File: config.mk
export PLATFORM = sky130hd
export DESIGN_NAME = mem_arbiter
export DESIGN_NICKNAME = d
export VERILOG_FILES = /design/src/rtl/mem_arbiter.sv
export SDC_FILE = /design/constraint.sdc
export NUM_CORES = 1
export LEC_CHECK = 0
export CAP_MARGIN = 5
export CORE_AREA = 2 2 104 106
export DETAILED_ROUTE_END_ITERATION = 8
export DIE_AREA = 0 0 106 108
export HOLD_SLACK_MARGIN = 0.03
export PLACE_DENSITY = 0.81
export SYNTH_ARGS = -nofsm -noshare
export SYNTH_HDL_FRONTEND = slang
export SYNTH_SLANG_ARGS = --single-unit
export TNS_END_PERCENT = 10
File: constraint.sdc
create_clock -name i_clk -period 2.05 [get_ports i_clk]
set_input_delay 0.205 -clock i_clk [delete_from_list [all_inputs] [get_ports i_clk]]
set_output_delay 0.205 -clock i_clk [all_outputs]
set_load 0.05 [all_outputs]
File: src/rtl/mem_arbiter.sv
// Arbiter sharing one single-ported memory between instruction fetch and the memory stage.
// Data accesses win ties, with a bounded burst so a waiting fetch is never starved.
module mem_arbiter #(
  parameter int unsigned ADDR_W       = 32,
  parameter int unsigned DATA_W       = 32,
  parameter int unsigned MAX_DM_BURST = 4
) (
  input  logic              i_clk,
  input  logic              i_rst_n,
  input  logic              i_if_req,
  input  logic [ADDR_W-1:0] i_if_addr,
  output logic              o_if_ready,
  output logic [DATA_W-1:0] o_if_rdata,
  input  logic              i_dm_req,
  input  logic              i_dm_we,
  input  logic              i_dm_word,
  input  logic [ADDR_W-1:0] i_dm_addr,
  input  logic [DATA_W-1:0] i_dm_wdata,
  output logic              o_dm_ready,
  output logic [DATA_W-1:0] o_dm_rdata,
  input  logic              i_flush,
  output logic              o_stall_fetch,
  output logic              o_stall_mem,
  output logic              o_mem_req,
  output logic              o_mem_we,
  output logic              o_mem_word,
  output logic [ADDR_W-1:0] o_mem_addr,
  output logic [DATA_W-1:0] o_mem_wdata,
  input  logic              i_mem_ack,
  input  logic [DATA_W-1:0] i_mem_rdata
);

  localparam int unsigned CntW = $clog2(MAX_DM_BURST + 1);
  localparam logic [CntW-1:0] CntMax = CntW'(MAX_DM_BURST);

  typedef enum logic [1:0] {StIdle, StIfBusy, StDmBusy, StIfDrop} state_e;

  state_e            r_state;
  logic [CntW-1:0]   r_burst_cnt;
  logic              r_mem_req;
  logic              r_mem_we;
  logic              r_mem_word;
  logic [ADDR_W-1:0] r_mem_addr;
  logic [DATA_W-1:0] r_mem_wdata;

  logic w_grant_dm;
  logic w_grant_if;

  assign w_grant_dm = i_dm_req & ((r_burst_cnt < CntMax) | ~i_if_req);
  assign w_grant_if = ~w_grant_dm & i_if_req & ~i_flush;

  always_ff @(posedge i_clk or negedge i_rst_n) begin
    if (!i_rst_n) begin
      r_state     <= StIdle;
      r_burst_cnt <= '0;
      r_mem_req   <= 1'b0;
      r_mem_we    <= 1'b0;
      r_mem_word  <= 1'b0;
      r_mem_addr  <= '0;
      r_mem_wdata <= '0;
    end else begin
      unique case (r_state)
        StIdle: begin
          if (w_grant_dm) begin
            r_state     <= StDmBusy;
            r_mem_req   <= 1'b1;
            r_mem_we    <= i_dm_we;
            r_mem_word  <= i_dm_word;
            r_mem_addr  <= i_dm_addr;
            r_mem_wdata <= i_dm_wdata;
            // Only consecutive data grants that overtake a waiting fetch count
            if (!i_if_req)                 r_burst_cnt <= '0;
            else if (r_burst_cnt < CntMax) r_burst_cnt <= r_burst_cnt + 1'b1;
          end else if (w_grant_if) begin
            r_state     <= StIfBusy;
            r_mem_req   <= 1'b1;
            r_mem_we    <= 1'b0;
            r_mem_word  <= 1'b1;
            r_mem_addr  <= i_if_addr;
            r_mem_wdata <= '0;
            r_burst_cnt <= '0;
          end
        end
        StIfBusy, StDmBusy, StIfDrop: begin
          if (i_mem_ack) begin
            r_state     <= StIdle;
            r_mem_req   <= 1'b0;
            r_mem_we    <= 1'b0;
            r_mem_word  <= 1'b0;
            r_mem_addr  <= '0;
            r_mem_wdata <= '0;
          end else if (r_state == StIfBusy && i_flush) begin
            // Memory still owes an ack; drain it without reporting it
            r_state <= StIfDrop;
          end
        end
        default: r_state <= StIdle;
      endcase
    end
  end

  assign o_if_ready    = (r_state == StIfBusy) & i_mem_ack & ~i_flush;
  assign o_if_rdata    = o_if_ready ? i_mem_rdata : '0;
  assign o_dm_ready    = (r_state == StDmBusy) & i_mem_ack;
  assign o_dm_rdata    = (o_dm_ready & ~r_mem_we) ? i_mem_rdata : '0;
  assign o_stall_fetch = i_if_req & ~o_if_ready;
  assign o_stall_mem   = i_dm_req & ~o_dm_ready;

  assign o_mem_req   = r_mem_req;
  assign o_mem_we    = r_mem_we;
  assign o_mem_word  = r_mem_word;
  assign o_mem_addr  = r_mem_addr;
  assign o_mem_wdata = r_mem_wdata;

endmodule
Word level (Yosys, flattened, before mapping)
Index checks and enable logic that the tools add are counted.
{"block": "totals", "ramBits": 0, "latchBits": 0, "out_inout_bits": 135, "mem_bits_ro": 0, "elab_cells": 66, "n_memories": 0, "ff_bits": 72}
{"block": "classes", "magnitude_cmp": 1, "n_mul": 0, "n_shift": 0, "n_reduce_logical": 7, "div": 0, "addsub": 1, "eq_ne": 7, "mux": 27, "n_bitwise": 16}
{"op": "32-bit 2-to-1 mux", "n": 7}
{"op": "32-bit one-hot mux with 2 select lines", "n": 2}
{"op": "3-bit 2-to-1 mux", "n": 4}
{"op": "1-bit bitwise AND", "n": 9}
{"op": "2-bit 2-to-1 mux", "n": 4}
{"op": "1-bit 2-to-1 mux", "n": 6}
{"op": "3-bit != test, second input constant", "n": 2}
{"op": "1-bit NOT", "n": 6}
{"op": "1-bit one-hot mux with 2 select lines", "n": 3}
{"op": "2-bit == test, second input constant", "n": 2}
{"op": "2-bit one-hot mux with 2 select lines", "n": 1}
{"op": "2-bit AND reduction", "n": 2}
{"op": "3-bit by 1-bit adder with 3-bit output, second input constant", "n": 1}
{"op": "3-bit < comparator, second input constant", "n": 1}
{"op": "3-bit by 2-bit != test with 1-bit output, second input constant", "n": 1}
{"op": "3-bit AND reduction", "n": 1}
{"op": "3-bit OR reduction", "n": 1}
{"op": "2-bit by 1-bit == test with 1-bit output, second input constant", "n": 1}
{"op": "2-bit zero test", "n": 1}
{"op": "2-bit != test, second input constant", "n": 1}
{"op": "2-bit nonzero test", "n": 1}
{"op": "1-bit logical AND", "n": 1}
{"op": "1-bit bitwise OR", "n": 1}

Depth between registers and ports, before layout
{"block": "logic_depth", "depth_word": 9, "mapped_depth": 6, "depth_no_buf": 4}

Least setup slack after synthesis
Ideal clock, no wire load.
{"block": "synth_timing", "path_type": "reg2out", "start": "register r_state[0]", "end": "output o_if_rdata[22]", "path_stages_with_launch": 5, "path_buffers": 1, "slack_ns": -0.166, "arrival_time_ns": 2.011, "cell_sequence": "dfrtp_1 inv_1 nor4b_2 clkbuf_1 and2_1"}
{"block": "synth_between", "elab_chain_len": 4}
{"item": "start, declared", "line_no": "38", "source": "state_e r_state;"}
{"item": "start signal, assigned", "line_no": "54", "source": "r_state <= StIdle;"}
{"item": "start signal, assigned", "line_no": "65", "source": "r_state <= StDmBusy;"}
{"item": "start signal, assigned", "line_no": "75", "source": "r_state <= StIfBusy;"}
{"item": "2-bit by 1-bit == test with 1-bit output", "line_no": "102", "source": "assign o_if_ready = (r_state == StIfBusy) & i_mem_ack & ~i_flush;"}
{"item": "1-bit bitwise AND (2 in series)", "line_no": "102"}
{"item": "via o_if_ready", "line_no": "12", "source": "output logic o_if_ready,"}
{"item": "32-bit 2-to-1 mux", "line_no": "103", "source": "assign o_if_rdata = o_if_ready ? i_mem_rdata : '0;"}
{"item": "end, declared", "line_no": "13", "source": "output logic [DATA_W-1:0] o_if_rdata,"}
The timed path passes the listed nets, and every way through them passes these cells.

Worst setup path in the final report
{"block": "layout_timing", "start": "register r_state[0]", "end": "output o_if_rdata[18]"}
{"block": "layout_between", "elab_chain_len": 4}
{"item": "2-bit by 1-bit == test with 1-bit output", "line_no": "102"}
{"item": "1-bit bitwise AND (2 in series)", "line_no": "102"}
{"item": "32-bit 2-to-1 mux", "line_no": "103"}
No other way between the ends.

==> flow_metrics.py <==
metrics = {
    "synthesis": {
        "synth.largest_area_cell": "dfrtp_1",
        "syn_area_sq_um": 3460,
        "synth_cells": 302,
        "synth_area_per_cell_sq_um": 11.4,
        "yosys.area.top_type_share_pct": 52.1,
        "synth.distinct_cells": 30,
        "ys_seq_area_share_pct": 52.1,
        "ys_top_cells_by_area": "dfrtp_1, and2_1, a22o_1",
        "ys_warn_count": 0,
        "ys_ff_latch": 72,
        "syn-num-nets": 439,
    },
    "drt": {
        "post_drt_wl_per_cell_microns": 19.5,
        "viasPerCell": 5.22,
        "wl_microns": 13800,
        "drt-initial-drc-count": 198,
        "vias": 3683,
        "dr.pass1.iters": 7,
        "ant_nets": 0,
        "drc": 0,
    },
    "floorplan": {
        "die_h_microns": 108,
        "die_x_microns": 106,
        "dieArea_sq_um": 11400,
        "io-pin-count": 271,
        "start_util_pct": 33.8,
        "row_count": 37,
        "core-area_sq_um": 10200,
    },
    "power_and_ir_drop": {
        "peakVddDrop_mv": 0.762,
        "cellLeakagePower_uw": 0.00296,
        "powerDensity_nw_per_um2": 1050,
        "p_total_uw": 7600,
    },
    "setup_path": {
        "path_max_fanout": 16,
        "critPathKind": "register to output port",
        "critical-path-max-stage-delay_ns": 0.41,
        "cp-start-kind": "register",
        "path_buf_inv": 3,
        "crit_arrival_ns": 1.75,
        "cp_slowest_cell": "dfrtp_2",
        "crit_family": "simple AND/OR/NAND/NOR gates",
        "end_kind": "output port",
        "cp.required_ns": 1.85,
        "path_cells": "inv_1 > nor4b_4 > buf_6 > and2_2 > buf_12",
    },
    "layout": {
        "fin_nets": 702,
        "final_common_cell": "clkdlybuf4s50_1",
        "fin_area_sq_um": 7230,
        "diodes": 0,
        "area_delta_synth_final_pct": 109,
        "drive_gt1_share_pct": 19.2,
        "mostFrequentLayoutCells": "clkdlybuf4s50_1, buf_12, dfrtp_1, and2_1, a22o_1",
        "final-instance-count-excl-fill": 705,
    },
    "clock_network": {
        "numCtsBuffers": 9,
        "tritoncts": "done",
        "htreeDepth": 3,
        "clk_pin_slew_worst_paths_ns": 0.08,
        "clock-sinks": 72,
        "insertion_delay_ns": 0.35,
        "cts_setup_buffers": 0,
        "cts-root-buf": "clkbuf_8",
        "cts_buffer_depth": 2,
    },
    "timing": {
        "max_freq_mhz": 512,
        "min_period_ns": 1.95,
        "setup_violations": 0,
        "timing.setup.tns_ns": 0,
        "whs_ns": 0.449,
        "hold_viol_final": 0,
        "clock_skew_ns": 0.00985,
        "rsz0062_at_grt": "false",
        "worst_pin_slew_ns": 0.703,
        "slew_headroom_pct": 53.1,
        "min_period_over_period_pct": 95.2,
        "slew_violations": 0,
    },
    "status": {
        "status": "finished, final reports clean",
    },
    "placement": {
        "io_buffers": 270,
        "dpl_cell_area_sq_um": 7010,
        "dp_hpwl_microns": 10500,
        "routabilityCongestion": 0.784,
        "dp_cells": 689,
    },
    "grt": {
        "antenna_found_initial": 0,
        "overflow": 0,
        "grt.total_usage_pct": 23.6,
        "grt_pass1_wl_microns": 20900,
        "grt_max_degree": 43,
        "grt_pass1_vias": 3888,
    },
    "hold_path": {
        "holdCritPathClass": "input pin to async pin",
    },
    "job": {
        "maxCapViolations": 0,
    },
}
[cell usage after synthesis]
| library cell | instances |
|---|---|
| dfrtp_1 | 72 |
| o21bai_1 | 2 |
| clkbuf_1 | 21 |
| buf_6 | 5 |
| o22ai_1 | 1 |
| nor4b_2 | 1 |
| mux2_2 | 1 |
| and3_1 | 1 |
| o31ai_1 | 2 |
| a32oi_1 | 32 |
| buf_2 | 3 |
| nand2b_1 | 1 |
| nor2_1 | 2 |
| buf_4 | 1 |
| nor2b_1 | 3 |
| inv_1 | 3 |
| a22o_1 | 35 |
| or2_1 | 1 |
| nand3b_1 | 2 |
| nand2_1 | 4 |
| o21ai_1 | 1 |
| buf_1 | 3 |
| nor3_1 | 1 |
| o21ai_0 | 2 |
| a21boi_1 | 1 |
| o2bb2ai_1 | 32 |
| o31ai_2 | 1 |
| a21oi_1 | 1 |
| ha_1 | 1 |
| and2_1 | 66 |
[metal layers]
layer	wire (microns)	track usage [%]	up-vias
li1	-	-	1663
met1	5360	27.7	1807
met2	6980	41.3	195
met3	1200	7.53	18
met4	227	7.33	0
met5	0	0	-
[logic make-up (layout without fill, tap and decap cells)]
family / after synthesis / after routing / share of synthesized area, %
compound gates: 110 / 110 / 27.3
buf+inv: 36 / 303 / 5.21
mux: 1 / 1 / 0.326
simple gates: 82 / 82 / 14.7
flops: 72 / 72 / 52.1
fa+ha+maj: 1 / 1 / 0.362
[flip-flops by register name (all words and copies together) (netlist names)]
signal / cells
o_mem_addr: 32
o_mem_req: 1
r_burst_cnt: 3
o_mem_we: 1
o_mem_word: 1
o_mem_wdata: 32
r_state: 2
[layout make-up]
| type | count | area, sq um |
|---|---|---|
| flip-flops and latches | 72 | 1800 |
| clock buffers | 13 | 179 |
| fillers | 724 | 3000 |
| inverters | 3 | 11.3 |
| clock inverters | 2 | 12.5 |
| well taps | 136 | 170 |
| repair buffers | 285 | 3540 |
| multi-input cells | 194 | 1510 |
[worst register-to-register path: cells and delay by family, from the launching register on]
family | cells | cell delay, ns
flops | 1 | 0.46
buf+inv | 1 | 0.36
compound gates | 2 | 0.49
simple gates | 1 | 0.30
[stage by stage]
stage,util [%],setup slack (ns)
4_1_cts,70.5,0.0295
3_5_place_dp,68.5,0.139
6_report,70.6,0.0987
2_1_floorplan,-,0.0875
5_1_grt,70.6,0.0126
3_3_place_gp,68.5,0.126
[power by group]
part           internal (uW)  switching (uW)  total, uW
sequential              1840             282       2120
combinational           1680            2720       4400
clock                    563             514       1080
total                   4090            3510       7600
[repair_timing]
action / 4_1_cts / 5_1_grt
endpoints found under the hold margin: 30 / 0
hold buffers: 1 / 0
endpoints found under the setup margin: 3 / 64
gates resized for setup: 3 / 5
pin swaps: 0 / 0
[worst paths after layout]
kind	from	to	slack (ns)	cells past startpoint
max in group asynchronous	i_rst_n	r_state[0]$_DFFE_PN0P_	0.90	3
worst min-delay path	i_rst_n	o_mem_wdata[21]$_DFFE_PN0P_	0.45	2
worst max register to register	r_state[1]$_DFFE_PN0P_	o_mem_addr[12]$_DFFE_PN0P_	0.36	4
worst max-delay path	r_state[0]$_DFFE_PN0P_	o_if_rdata[18]	0.1	5
worst min register to register	o_mem_addr[27]$_DFFE_PN0P_	o_mem_addr[27]$_DFFE_PN0P_	0.49	1
min in group i_clk	i_dm_wdata[19]	o_mem_wdata[19]$_DFFE_PN0P_	0.46	2
No activity file was read; power rests on OpenSTA's default activity.
